File: config.mk
export PLATFORM = sky130hd
export DESIGN_NAME = reg_dump_reader
export DESIGN_NICKNAME = d
export VERILOG_FILES = /design/src/rtl/reg_dump_reader.sv
export SDC_FILE = /design/constraint.sdc
export NUM_CORES = 1
export LEC_CHECK = 0
export CAP_MARGIN = 25
export CORE_MARGIN = 4
export CORE_UTILIZATION = 45
export DETAILED_ROUTE_END_ITERATION = 8
export PLACE_DENSITY = 0.76
export SLEW_MARGIN = 20
export SYNTH_ARGS = -nofsm -noshare
export SYNTH_HDL_FRONTEND = slang
export SYNTH_SLANG_ARGS = --single-unit
File: constraint.sdc
create_clock -name clk -period 2.38 [get_ports clk]
set_input_delay 0.595 -clock clk [delete_from_list [all_inputs] [get_ports clk]]
set_output_delay 0.595 -clock clk [all_outputs]
set_load 0.005 [all_outputs]
File: src/rtl/reg_dump_reader.sv
// reg_dump_reader: walks a window of register-file addresses, captures each
// word through the combinational read port and streams it out over a
// valid/ready interface with its address, keeping a modulo-256 checksum.
module reg_dump_reader #(
  parameter int unsigned pw = 3
) (
  input  logic          clk,
  input  logic          rst_n,
  input  logic          start,
  input  logic [pw-1:0] start_addr,
  input  logic [pw:0]   count,
  input  logic          abort,
  output logic [pw-1:0] rd_addr,
  input  logic [7:0]    rd_data,
  output logic [7:0]    out_data,
  output logic [pw-1:0] out_addr,
  output logic          out_last,
  output logic          out_valid,
  input  logic          out_ready,
  output logic          busy,
  output logic          done,
  output logic [7:0]    checksum
);

  localparam int unsigned DEPTH = 1 << pw;
  localparam logic [pw:0] FULL_CNT = (pw+1)'(DEPTH);

  localparam logic [1:0] S_IDLE  = 2'd0;
  localparam logic [1:0] S_FETCH = 2'd1;
  localparam logic [1:0] S_SEND  = 2'd2;
  localparam logic [1:0] S_DONE  = 2'd3;

  logic [1:0]    r_state;
  logic [1:0]    w_state_nxt;
  logic [pw-1:0] r_ptr;
  logic [pw:0]   r_rem;
  logic [7:0]    r_data;
  logic [pw-1:0] r_addr;
  logic          r_last;
  logic          r_valid;
  logic          r_busy;
  logic          r_done;
  logic [7:0]    r_sum;
  logic          w_hs;
  logic [pw:0]   w_eff_cnt;

  assign w_hs      = r_valid & out_ready;
  // zero and anything beyond the file size both mean a full-file dump
  assign w_eff_cnt = ((count == '0) || (count > FULL_CNT)) ? FULL_CNT : count;

  assign rd_addr   = r_ptr;
  assign out_data  = r_data;
  assign out_addr  = r_addr;
  assign out_last  = r_last;
  assign out_valid = r_valid;
  assign busy      = r_busy;
  assign done      = r_done;
  assign checksum  = r_sum;

  // state register
  always_ff @(posedge clk) begin
    if (!rst_n) r_state <= S_IDLE;
    else        r_state <= w_state_nxt;
  end

  // next-state logic; abort beats everything outside IDLE
  always_comb begin
    w_state_nxt = r_state;
    case (r_state)
      S_IDLE:  if (start) w_state_nxt = S_FETCH;
      S_FETCH: w_state_nxt = abort ? S_IDLE : S_SEND;
      S_SEND: begin
        if (abort)     w_state_nxt = S_IDLE;
        else if (w_hs) w_state_nxt = r_last ? S_DONE : S_FETCH;
      end
      S_DONE:  w_state_nxt = S_IDLE;
      default: w_state_nxt = S_IDLE;
    endcase
  end

  // datapath: pointer, remaining count, output word, checksum, status flags
  always_ff @(posedge clk) begin
    if (!rst_n) begin
      r_ptr   <= '0;
      r_rem   <= '0;
      r_data  <= '0;
      r_addr  <= '0;
      r_last  <= 1'b0;
      r_valid <= 1'b0;
      r_busy  <= 1'b0;
      r_done  <= 1'b0;
      r_sum   <= '0;
    end else begin
      r_busy  <= (w_state_nxt != S_IDLE);
      r_done  <= (w_state_nxt == S_DONE);
      r_valid <= (w_state_nxt == S_SEND);
      case (r_state)
        S_IDLE: begin
          if (start) begin
            r_ptr <= start_addr;
            r_rem <= w_eff_cnt;
            r_sum <= '0;
          end
        end
        S_FETCH: begin
          if (abort) begin
            r_last <= 1'b0;
          end else begin
            r_data <= rd_data;
            r_addr <= r_ptr;
            r_last <= (r_rem == (pw+1)'(1));
          end
        end
        S_SEND: begin
          if (abort) begin
            r_last <= 1'b0;
          end else if (w_hs) begin
            r_sum <= r_sum + r_data;
            if (!r_last) begin
              r_ptr <= r_ptr + pw'(1);
              r_rem <= r_rem - (pw+1)'(1);
            end
          end
        end
        default: ;
      endcase
    end
  end

endmodule
==> metrics.md <==
| Metric | Value |
|---|---|
| Outcome | `completed` |
| PortBufs | `45` |
| Placed wire-length estimate | `2780 um` |
| Die Footprint | `0.00457 mm^2` |
| I/O Pins | `46` |
| Worst EP required | `1.78 ns` |
| Gr usage total | `18.1%` |
| Worst path cell trace | `clkdlybuf4s50_1` |
| Final Critical Period | `1.96 ns` |
| Mapped cell area | `0.00160 mm^2` |
| Avg Vias per Cell | `5.32` |
| Deepest clock path buffer count | `2` |
| Mapped Avg Cell Area | `8.79 um^2` |
| Layout fillers | `296` |
| Crit Path Class | `reg -> out` |
| Worst-margin pin slew | `0.635 ns` |
| CTS buffer count | `5` |
| Area of the multi-input gates | `906 um^2` |
| Maximum VDD drop | `0.000272 V` |
| Yosys reg bits | `32` |
| Critical Path End Type | `primary output` |
| Final hold vios | `0` |
| Vias | `1,480` |
| Clock transition at path regs | `0.09 ns` |
| RSZ-0062 raised after global routing | `false` |
| Postcts setup bufs | `0` |
| Mapped Cells | `182` |
| DR iter-0 viols | `69` |
| Final nets | `265` |
| DRT antenna net count | `0` |
| # placed instances | `273` |
| Drt total wl | `3670 um` |
| First-pass GRT wire length | `6250 um` |
| Register area share after synthesis | `40.0%` |
| Total number of H-tree levels | `2` |
| Most common cell after layout, fill and taps aside | `clkdlybuf4s50_1` |
| Root buf cell | `clkbuf_4` |
| Mapped Nets | `213` |
| Hold-fix buffers, CTS | `0` |
| Final Setup Violations | `0` |
| Initial antenna violation count | `0` |
| # rows | `21` |
| Crit path DAT | `1.37 ns` |
| Worst hold path type | `reg -> reg` |
| Setup total negative slack | `0 ns` |
| Rel. slew slack | `57.6%` |
| PD cells | `456 mW/mm^2` |
| Starting Density | `47.2%` |
| Slowest cell delay on critical path | `0.56 ns` |
| Post-synth top flop | `dfxtp_1` |
| Largest net degree at the start of global routing | `20` |
| Buffer and inverter count on the worst path | `1` |
| Final Max Slew Viols | `0` |
| Number of global-route vias before repair | `1,499` |
| TritonRoute pass-1 iters | `5` |
| Post-synth ARST share | `0%` |
| Max cap viols | `0` |
| Startpoint types | `flop` |
| Gates resized, CTS repair | `0` |
| Area growth, synth to finish | `34.9%` |
| Crit path max fanout | `7` |
| Grt ovf | `0` |
| Final Skew | `0.00451 ns` |
| CP top delay family | `buffers and inverters` |
| Period utilization | `82.4%` |
| Diode count | `0` |
| Storage cell area | `641 um^2` |
| Worst-Skew Late Latency | `0.33 ns` |
| Post-placement worst setup slack | `0.175 ns` |
| PnR worst setup slack | `0.418 ns` |
| Die Y | `67.6 um` |
| Achievable Freq | `510 MHz` |
| Leak pwr | `0.831 nW` |
| Yosys cell types | `40` |
| Die width | `67.6 um` |
| Gpl congestion | `0.795` |
| Share of layout cells above drive strength 1 | `6.47%` |
| TritonCTS clock tree | `done` |
| Number of synthesized flops with an enable pin | `0` |
| Non-filler instance count after layout | `278` |
| Clock Sinks | `32` |
| Synth warn | `0` |
| Most frequent cells in the layout | `clkdlybuf4s50_1 (45), dfxtp_1 (32), nor2_1 (26)` |
| Wire per inst | `13.2 um` |
| Slowest cell on crit path | `clkdlybuf4s50_1` |
| DRC viols | `0` |
| Core ar. | `0.00339 mm^2` |
[sequential cells by signal, indices dropped and copies added, names as in the netlist]
register   cells
checksum       8
done           1
out_addr       3
busy           1
out_last       1
out_data       8
rd_addr        3
out_valid      1
r_rem          4
r_state        2
[layer usage]
layer,GRT usage [%],part of all wire [%]
met3,3.66,4.1
met5,0,0
met1,21.3,47
met2,31.1,47
met4,8.86,2.3
[synth_stat cells (3+ instances only)]
cell type   n  area [um^2]
dfxtp_1    32          641
nor2_1     26         97.6
a21oi_1    16         80.1
o21ai_0    13         65.1
mux2i_1    11          110
ha_1       10          125
nand2_1    10         37.5
nand3_1     6         30.0
a22oi_1     5         37.5
inv_1       5         18.8
nand2b_1    5         31.3
nor3_1      4         20.0
nand4b_1    3         26.3
xnor2_1     3         26.3
[stage by stage]
stage | utilization (%) | instance area [um^2] | hold WS (ns) | power [mW]
CTS | 63.7 | 2160 | 0.505 | 0.991
floorplan | - | 1600 | 0.462 | 0.651
global placement | 62.6 | 2120 | 0.486 | 0.730
global route | 63.7 | 2160 | 0.522 | 1.03
detailed placement | 62.6 | 2120 | 0.491 | 0.730
finish | 63.7 | 2160 | 0.511 | 0.984
[path summary, 6_finish.rpt]
path                                  start  slack (ns)          end  cells after the start
worst max-delay path               out_last        0.42     out_last                      1
worst min-delay path            checksum[6]        0.51  checksum[6]                      2
worst max register to register  checksum[2]        0.42  checksum[7]                      6
worst min register to register  checksum[6]        0.51  checksum[6]                      2
[where the power goes]
group          switching, mW  total, mW  internal, mW  leakage [nW]
registers             0.0158      0.568         0.553         0.260
logic                 0.0651      0.149        0.0844         0.548
clock network          0.167      0.266        0.0985        0.0230
total                  0.248      0.984         0.735         0.831
[final cells by class]
cell class	count	share of cell area, %
Multi-Input combinational cell	138	41.9
Sequential cell	32	29.7
Tap cell	46	2.67
Inverter	6	1.04
Timing Repair Buffer	51	22.9
Clock buffer	5	1.74
[cells by family (layout without fill, tap and decap cells)]
kind of cell	after synthesis	in the layout	share of synthesized area [%]
simple gates	64	64	19.4
compound gates	46	46	17.6
buf+inv	12	62	3.36
xor+xnor	5	5	2.74
flops	32	32	40.0
mux	12	12	7.82
fa+ha+maj	11	11	9.07
Note: power is estimated with default switching activity, not from simulation.
